`config.mk`:
```
export PLATFORM = sky130hd
export DESIGN_NAME = cfg_rr_arb_flat
export DESIGN_NICKNAME = d
export VERILOG_FILES = /design/src/rtl/cfg_rr_arb_if.sv /design/src/rtl/cfg_rr_arb.sv /design/src/flat_wrapper.sv
export SDC_FILE = /design/constraint.sdc
export NUM_CORES = 1
export LEC_CHECK = 0
export BUFFER_PORTS_ARGS = -buffer_cell sky130_fd_sc_hd__buf_2
export CORE_UTILIZATION = 48
export CTS_CLUSTER_DIAMETER = 60
export DETAILED_ROUTE_END_ITERATION = 8
export HOLD_SLACK_MARGIN = 0.08
export PLACE_DENSITY_LB_ADDON = 0.05
export SYNTH_ARGS = -nofsm -noshare
export SYNTH_HDL_FRONTEND = slang
export SYNTH_SLANG_ARGS = --single-unit
```
`constraint.sdc`:
```
create_clock -name clk -period 14.15 [get_ports clk]
set_clock_uncertainty 0.15 [all_clocks]
set_input_delay 3.5375 -clock clk [delete_from_list [all_inputs] [get_ports clk]]
set_output_delay 3.5375 -clock clk [all_outputs]
set_load 0.005 [all_outputs]
```
`src/rtl/cfg_rr_arb_if.sv`:
```
// Bus bundle for the cfg-bus round-robin arbiter.
// Requester side: per-requester address/write-data/strobes in, ack/read-data out.
// Target side: one shared address/write-data/strobe set out, ack/read-data in.
// Modports:
//   master - the arbiter's view (consumes requests, drives the target)
//   slave  - the environment's view (requesters plus target)
interface cfg_rr_arb_if #(
  parameter int unsigned NUM_REQ = 4
);

  logic [NUM_REQ*32-1:0] req_addr;
  logic [NUM_REQ*32-1:0] req_wdata;
  logic [NUM_REQ-1:0]    req_wr;
  logic [NUM_REQ-1:0]    req_rd;
  logic [NUM_REQ-1:0]    req_ack;
  logic [NUM_REQ*32-1:0] req_rdata;

  logic [31:0]           tgt_addr;
  logic [31:0]           tgt_wdata;
  logic                  tgt_wr;
  logic                  tgt_rd;
  logic                  tgt_ack;
  logic [31:0]           tgt_rdata;

  modport master (
    input  req_addr, req_wdata, req_wr, req_rd, tgt_ack, tgt_rdata,
    output req_ack, req_rdata, tgt_addr, tgt_wdata, tgt_wr, tgt_rd
  );

  modport slave (
    output req_addr, req_wdata, req_wr, req_rd, tgt_ack, tgt_rdata,
    input  req_ack, req_rdata, tgt_addr, tgt_wdata, tgt_wr, tgt_rd
  );

endinterface

```
`src/rtl/cfg_rr_arb.sv`:
```
// Round-robin arbiter that funnels NUM_REQ single-beat cfg-bus requesters onto one
// shared target port. Each requester pulse is parked in a pending slot; slots are
// served one at a time through IDLE -> ISSUE -> WAIT -> RESP.
// Ports:
//   clk, rst     - clock and asynchronous active-high reset
//   flr_assert   - function-level reset: abort the access, flush all slots
//   err_clr      - pulse clearing the sticky error flags
//   bus          - requester and target signals (cfg_rr_arb_if, master modport)
//   busy         - FSM not idle or any slot pending
//   timeout_err  - sticky: a target access timed out
//   drop_err     - sticky: a request pulse was discarded
module cfg_rr_arb #(
  parameter int unsigned NUM_REQ = 4,
  parameter int unsigned TIMEOUT = 255
) (
  input  logic         clk,
  input  logic         rst,
  input  logic         flr_assert,
  input  logic         err_clr,
  cfg_rr_arb_if.master bus,
  output logic         busy,
  output logic         timeout_err,
  output logic         drop_err
);

  localparam int unsigned GW = $clog2(NUM_REQ);
  // One extra bit so last_grant + k (k <= NUM_REQ) never overflows before the wrap.
  localparam int unsigned SW = GW + 1;

  typedef enum logic [1:0] {StIdle, StIssue, StWait, StResp} state_e;

  state_e                   state_q, state_d;
  logic [GW-1:0]            grant_q, grant_d;
  logic [GW-1:0]            last_q, last_d;
  logic [NUM_REQ-1:0]       pend_q, pend_d;
  logic [NUM_REQ-1:0]       wr_q, wr_d;
  logic [NUM_REQ-1:0][31:0] addr_q, addr_d;
  logic [NUM_REQ-1:0][31:0] wdata_q, wdata_d;
  logic [31:0]              tgt_addr_q, tgt_addr_d;
  logic [31:0]              tgt_wdata_q, tgt_wdata_d;
  logic [31:0]              rdata_q, rdata_d;
  logic [15:0]              cnt_q, cnt_d;
  logic                     timeout_q, timeout_d;
  logic                     drop_q, drop_d;

  logic                     timeout_set;
  logic                     drop_set;
  logic [NUM_REQ-1:0]       slot_clr;
  logic                     rr_found;
  logic [GW-1:0]            rr_idx;
  logic [SW-1:0]            rr_sum;
  logic                     issue_live;
  logic                     resp_live;

  // Round-robin pick: first pending slot at or after last_grant + 1. The loop runs
  // from the farthest candidate to the nearest so the nearest one wins.
  always_comb begin
    rr_found = 1'b0;
    rr_idx   = '0;
    rr_sum   = '0;
    for (int k = NUM_REQ; k >= 1; k--) begin
      rr_sum = {1'b0, last_q} + SW'(k);
      if (rr_sum >= SW'(NUM_REQ)) begin
        rr_sum = rr_sum - SW'(NUM_REQ);
      end
      if (pend_q[rr_sum[GW-1:0]]) begin
        rr_found = 1'b1;
        rr_idx   = rr_sum[GW-1:0];
      end
    end
  end

  // Access FSM.
  always_comb begin
    state_d     = state_q;
    grant_d     = grant_q;
    last_d      = last_q;
    tgt_addr_d  = tgt_addr_q;
    tgt_wdata_d = tgt_wdata_q;
    rdata_d     = rdata_q;
    cnt_d       = cnt_q;
    timeout_set = 1'b0;
    slot_clr    = '0;

    case (state_q)
      StIdle: begin
        if (rr_found) begin
          grant_d     = rr_idx;
          // Snapshot the slot so the target sees stable values until RESP, even if
          // the slot is refilled in the ack cycle.
          tgt_addr_d  = addr_q[rr_idx];
          tgt_wdata_d = wdata_q[rr_idx];
          state_d     = StIssue;
        end
      end
      StIssue: begin
        cnt_d = '0;
        if (bus.tgt_ack) begin
          rdata_d = wr_q[grant_q] ? 32'h0 : bus.tgt_rdata;
          state_d = StResp;
        end else begin
          state_d = StWait;
        end
      end
      StWait: begin
        if (bus.tgt_ack) begin
          rdata_d = wr_q[grant_q] ? 32'h0 : bus.tgt_rdata;
          state_d = StResp;
        end else begin
          cnt_d = cnt_q + 16'd1;
          if (TIMEOUT != 0 && cnt_d == 16'(TIMEOUT)) begin
            // Writes never return data, timed out or not.
            rdata_d     = wr_q[grant_q] ? 32'h0 : 32'hdead_beef;
            timeout_set = 1'b1;
            state_d     = StResp;
          end
        end
      end
      StResp: begin
        slot_clr[grant_q] = 1'b1;
        last_d            = grant_q;
        state_d           = StIdle;
      end
      default: begin
        state_d = StIdle;
      end
    endcase

    // FLR abandons the access without completing it, so last_grant is untouched.
    if (flr_assert) begin
      state_d = StIdle;
      cnt_d   = '0;
      last_d  = last_q;
    end
  end

  // Pending-slot capture. The completing slot is freed first so a pulse that lands
  // in its ack cycle is accepted instead of dropped.
  always_comb begin
    pend_d   = pend_q & ~slot_clr;
    wr_d     = wr_q;
    addr_d   = addr_q;
    wdata_d  = wdata_q;
    drop_set = 1'b0;

    for (int i = 0; i < NUM_REQ; i++) begin
      if (bus.req_wr[i] || bus.req_rd[i]) begin
        // Simultaneous write and read: the write wins, the read is lost.
        if (bus.req_wr[i] && bus.req_rd[i]) begin
          drop_set = 1'b1;
        end
        if (pend_d[i]) begin
          drop_set = 1'b1;
        end else begin
          pend_d[i]  = 1'b1;
          wr_d[i]    = bus.req_wr[i];
          addr_d[i]  = bus.req_addr[32*i +: 32];
          wdata_d[i] = bus.req_wdata[32*i +: 32];
        end
      end
    end

    if (flr_assert) begin
      pend_d = '0;
    end

    // A same-cycle set beats err_clr.
    timeout_d = (timeout_q & ~err_clr) | timeout_set;
    drop_d    = (drop_q & ~err_clr) | drop_set;
  end

  always_ff @(posedge clk or posedge rst) begin
    if (rst) begin
      state_q     <= StIdle;
      grant_q     <= '0;
      last_q      <= GW'(NUM_REQ - 1);
      pend_q      <= '0;
      wr_q        <= '0;
      addr_q      <= '0;
      wdata_q     <= '0;
      tgt_addr_q  <= '0;
      tgt_wdata_q <= '0;
      rdata_q     <= '0;
      cnt_q       <= '0;
      timeout_q   <= 1'b0;
      drop_q      <= 1'b0;
    end else begin
      state_q     <= state_d;
      grant_q     <= grant_d;
      last_q      <= last_d;
      pend_q      <= pend_d;
      wr_q        <= wr_d;
      addr_q      <= addr_d;
      wdata_q     <= wdata_d;
      tgt_addr_q  <= tgt_addr_d;
      tgt_wdata_q <= tgt_wdata_d;
      rdata_q     <= rdata_d;
      cnt_q       <= cnt_d;
      timeout_q   <= timeout_d;
      drop_q      <= drop_d;
    end
  end

  // FLR masks strobes and acks in the very cycle it is seen.
  assign issue_live = (state_q == StIssue) && !flr_assert;
  assign resp_live  = (state_q == StResp) && !flr_assert;

  assign bus.tgt_addr  = tgt_addr_q;
  assign bus.tgt_wdata = tgt_wdata_q;
  assign bus.tgt_wr    = issue_live & wr_q[grant_q];
  assign bus.tgt_rd    = issue_live & ~wr_q[grant_q];

  always_comb begin
    bus.req_ack   = '0;
    bus.req_rdata = '0;
    if (resp_live) begin
      bus.req_ack[grant_q]                  = 1'b1;
      bus.req_rdata[32*int'(grant_q) +: 32] = rdata_q;
    end
  end

  assign busy        = (state_q != StIdle) || (|pend_q);
  assign timeout_err = timeout_q;
  assign drop_err    = drop_q;

endmodule

```
`src/flat_wrapper.sv`:
```
// flat-port wrapper written by rule: the top's interface ports become plain ports
module cfg_rr_arb_flat 
#(
  parameter int unsigned NUM_REQ = 4,
  parameter int unsigned TIMEOUT = 255
)
  (clk, rst, flr_assert, err_clr, busy, timeout_err, drop_err, bus_req_addr, bus_req_wdata, bus_req_wr, bus_req_rd, bus_tgt_ack, bus_tgt_rdata, bus_req_ack, bus_req_rdata, bus_tgt_addr, bus_tgt_wdata, bus_tgt_wr, bus_tgt_rd);
  cfg_rr_arb_if #(.NUM_REQ(NUM_REQ)) bus_i ();
  input  logic clk;
  input  logic rst;
  input  logic flr_assert;
  input  logic err_clr;
  output logic busy;
  output logic timeout_err;
  output logic drop_err;
  input wire logic [$bits(bus_i.req_addr)-1:0] bus_req_addr;
  input wire logic [$bits(bus_i.req_wdata)-1:0] bus_req_wdata;
  input wire logic [$bits(bus_i.req_wr)-1:0] bus_req_wr;
  input wire logic [$bits(bus_i.req_rd)-1:0] bus_req_rd;
  input wire logic [$bits(bus_i.tgt_ack)-1:0] bus_tgt_ack;
  input wire logic [$bits(bus_i.tgt_rdata)-1:0] bus_tgt_rdata;
  output wire logic [$bits(bus_i.req_ack)-1:0] bus_req_ack;
  output wire logic [$bits(bus_i.req_rdata)-1:0] bus_req_rdata;
  output wire logic [$bits(bus_i.tgt_addr)-1:0] bus_tgt_addr;
  output wire logic [$bits(bus_i.tgt_wdata)-1:0] bus_tgt_wdata;
  output wire logic [$bits(bus_i.tgt_wr)-1:0] bus_tgt_wr;
  output wire logic [$bits(bus_i.tgt_rd)-1:0] bus_tgt_rd;
  assign bus_i.req_addr = bus_req_addr;
  assign bus_i.req_wdata = bus_req_wdata;
  assign bus_i.req_wr = bus_req_wr;
  assign bus_i.req_rd = bus_req_rd;
  assign bus_i.tgt_ack = bus_tgt_ack;
  assign bus_i.tgt_rdata = bus_tgt_rdata;
  assign bus_req_ack = bus_i.req_ack;
  assign bus_req_rdata = bus_i.req_rdata;
  assign bus_tgt_addr = bus_i.tgt_addr;
  assign bus_tgt_wdata = bus_i.tgt_wdata;
  assign bus_tgt_wr = bus_i.tgt_wr;
  assign bus_tgt_rd = bus_i.tgt_rd;
  cfg_rr_arb #(.NUM_REQ(NUM_REQ), .TIMEOUT(TIMEOUT)) u_core (.clk(clk), .rst(rst), .flr_assert(flr_assert), .err_clr(err_clr), .bus(bus_i), .busy(busy), .timeout_err(timeout_err), .drop_err(drop_err));
endmodule
```
==> impl_metrics.tcl <==
set metrics [dict create \
    worst_pin_slew_ns 1.127 \
    final_common_cell "buf_2" \
    yosys_warnings 0 \
    reg2reg_slack_ns 10.12 \
    cap_violations 0 \
    portBuffers 501 \
    grt_pass1_wl_um 81520 \
    initial_core_util 0.4858 \
    synth-main-ff-cell "dfrtp_1" \
    comb_power_share 0.309 \
    grt_max_degree 166 \
    peakVddDrop_mv 0.1123 \
    cts_buffers 44 \
    hold_viol_final 0 \
    dr.pass1.iters 5 \
    cp_data_arrival_time_ns 5.13 \
    cts_buffer_depth 3 \
    synthTopCellsByArea "dfrtp_1 (52%), mux2_2 (16%), a211oi_1 (5.3%), and2_1 (4.6%), nor2b_1 (4.5%)" \
    grt-ovfl-total 0 \
    die_h_um 197.0 \
    post-cts-setup-buffers 0 \
    die_width_um 197.0 \
    antenna_found_initial 31 \
    cts_max_level 2 \
    post_cts_resized 0 \
    power.density_mw_per_mm2 170.7 \
    area_growth_pct 24.23 \
    synthArstFlopShare 1.000 \
    core_mm2 0.03758 \
    synth_fp_nets 1916 \
    yosysTopAreaCell "dfrtp_1" \
    power_switching_mw 1.339 \
    ys_types 55 \
    worst-path-max-fanout 32 \
    dr_total_vias 14193 \
    p_leak_nw 10.40 \
    p_seq_frac 0.403 \
    place_area_mm2 0.02123 \
    netSwitchingFraction 0.3460 \
    period_needed_ns 8.813 \
    synth.avg_cell_area_um2 11.37 \
    place_ws_ns 5.353 \
    slew_headroom 0.2487 \
    hold_buffers 0 \
    setup_viol_count_final 0 \
    fill_cells 3347 \
    critPathCaptureType "output pin" \
    crit_type "in2out" \
    dieArea_mm2 0.03881 \
    crit_path_start_kind "input port" \
    p_clk_frac 0.288 \
    slew_viol_final 0 \
    p_int_mw 2.532 \
    drc_errors 0 \
    layout_setup_ws_ns 5.337 \
    final_layout_size_suffix_gt1_frac 0.4193 \
    yosys.area.top_type_share 0.5237 \
    clock_sinks 384 \
    synth-edff-count 0 \
    rows 71 \
    io_pins 502 \
    syn-cell-area_mm2 0.01825 \
    wire_per_inst_um 20.29 \
    grt_pass1_vias 14031 \
    tns_ns 0 \
    drtAntennaViolNets 0 \
    ys_seq_elements 384 \
    status "finished, final reports clean" \
    cts_tree "yes" \
    fin_crit_sh 0.6228 \
    yosysSeqAreaShare 0.5266 \
    final_cell_mix "buf_2 (501), dfrtp_1 (382), mux2_2 (258)" \
    nets 2366 \
    totalWireLength_um 53090 \
    worstSkewPairLatency_ns 0.57 \
    instances_no_fill 2616 \
    grt_util_all_layers 0.2743 \
    required_ns 10.46 \
    vias_per_cell 5.425 \
    fmax_ghz 0.1135 \
    syn_inst 1605 \
    place_inst 2520 \
    dp_hpwl_um 35890 \
    routabilityCongestion 0.8659 \
    clockRootBuffer "clkbuf_16" \
    final_cell_area_mm2 0.02268 \
    holdCritPathClass "reg2reg" \
    rsz0062_at_grt "false" \
    drtIter0Drc 663 \
    clk_pin_slew_worst_paths_ns 0.06 \
]
registers in the layout, indices dropped and copies added, names as in the netlist:
| name | count |
|---|---|
| u_core.rdata_q | 32 |
| u_core.timeout_err | 1 |
| u_core.wr_q | 4 |
| u_core.cnt_q | 16 |
| u_core.bus.tgt_wdata | 32 |
| u_core.state_q | 2 |
| u_core.grant_q | 2 |
| u_core.addr_q | 128 |
| u_core.last_q | 2 |
| u_core.pend_q | 4 |
| u_core.bus.tgt_addr | 32 |
| u_core.wdata_q | 128 |
| u_core.drop_err | 1 |
area by class of cell:
type | count | area (µm²) | share of cell area
Antenna cell | 16 | 40.04 | 0.001766
Clock buffer | 62 | 1219 | 0.05374
Clock inverter | 18 | 190.2 | 0.008387
Inverter | 12 | 48.80 | 0.002152
Multi-Input combinational cell | 1090 | 8243 | 0.3635
Sequential cell | 384 | 9612 | 0.4239
Tap cell | 511 | 639.4 | 0.02819
Timing Repair Buffer | 523 | 2685 | 0.1184
power by group through the flow:
stage	Combinational, mW	Clock (mW)	Sequential, mW
floorplan	0.811	0	1.52
finish	1.20	1.11	1.56
global placement	1.19	0	1.56
global route	1.33	1.18	1.59
detailed placement	1.21	0	1.58
CTS	1.21	1.14	1.56
cell families (layout without fill, tap and decap cells):
group / after synthesis / after routing / synth area share
simple gates: 509 / 509 / 0.1520
fa+ha+maj: 11 / 11 / 0.007403
mux: 262 / 262 / 0.1620
other cells: 0 / 16 / 0
xor+xnor: 2 / 2 / 0.0009598
compound gates: 306 / 306 / 0.1231
buf+inv: 131 / 615 / 0.02790
flops: 384 / 384 / 0.5266
cell usage after synthesis, types with 5 or more instances:
library cell and n:
dfrtp_1 382, mux2_2 258, nand2_1 148, and2_1 134
nor2b_1 131, a211oi_1 130, clkbuf_1 114, o31ai_1 69
o21ai_0 36, nand4_1 27, nor2_1 26, o211ai_1 24
a21oi_1 12, inv_1 12, ha_1 10, nand2b_1 9
a22oi_1 8, a22o_1 7, nor3_1 6, nor4_1 6
or3_1 5
metrics by stage:
| step | power [mW] | utilization | hold WS [ns] |
|---|---|---|---|
| after floorplan | 2.335 | - | 0.3106 |
| after global placement | 2.751 | 0.5649 | 0.3066 |
| after detailed placement | 2.789 | 0.5649 | 0.3115 |
| after CTS | 3.913 | 0.6024 | 0.3244 |
| after global routing | 4.103 | 0.6033 | 0.3494 |
| final | 3.871 | 0.6035 | 0.3185 |
final timing paths:
check | from | end | depth (start not counted)
setup / recovery | flr_assert | bus_req_rdata[103] | 7
hold / removal | u_core.bus.tgt_addr[27] | u_core.bus.tgt_addr[27] | 2
setup reg to reg | u_core.cnt_q[0] | u_core.rdata_q[13] | 7
hold reg to reg | u_core.bus.tgt_addr[27] | u_core.bus.tgt_addr[27] | 2
max in group asynchronous | rst | u_core.wdata_q[96] | 5
min in group asynchronous | rst | u_core.bus.tgt_addr[19] | 3
routing by layer:
metal,track usage,vias to the layer above,wire length [µm]
li1,-,6661,-
met1,0.3278,6984,21140
met2,0.4630,412,26310
met3,0.07290,116,3564
met4,0.1249,20,1944
met5,0,-,127
worst max-delay path, cell delays in order:
cell and delay [ns]:
buf_2 0.19, nor2b_1 0.32, nand2_1 0.16, nor4b_2 0.27, buf_4 0.33, and2_1 0.18
buf_2 0.11
Note: power is estimated with default switching activity, not from simulation.
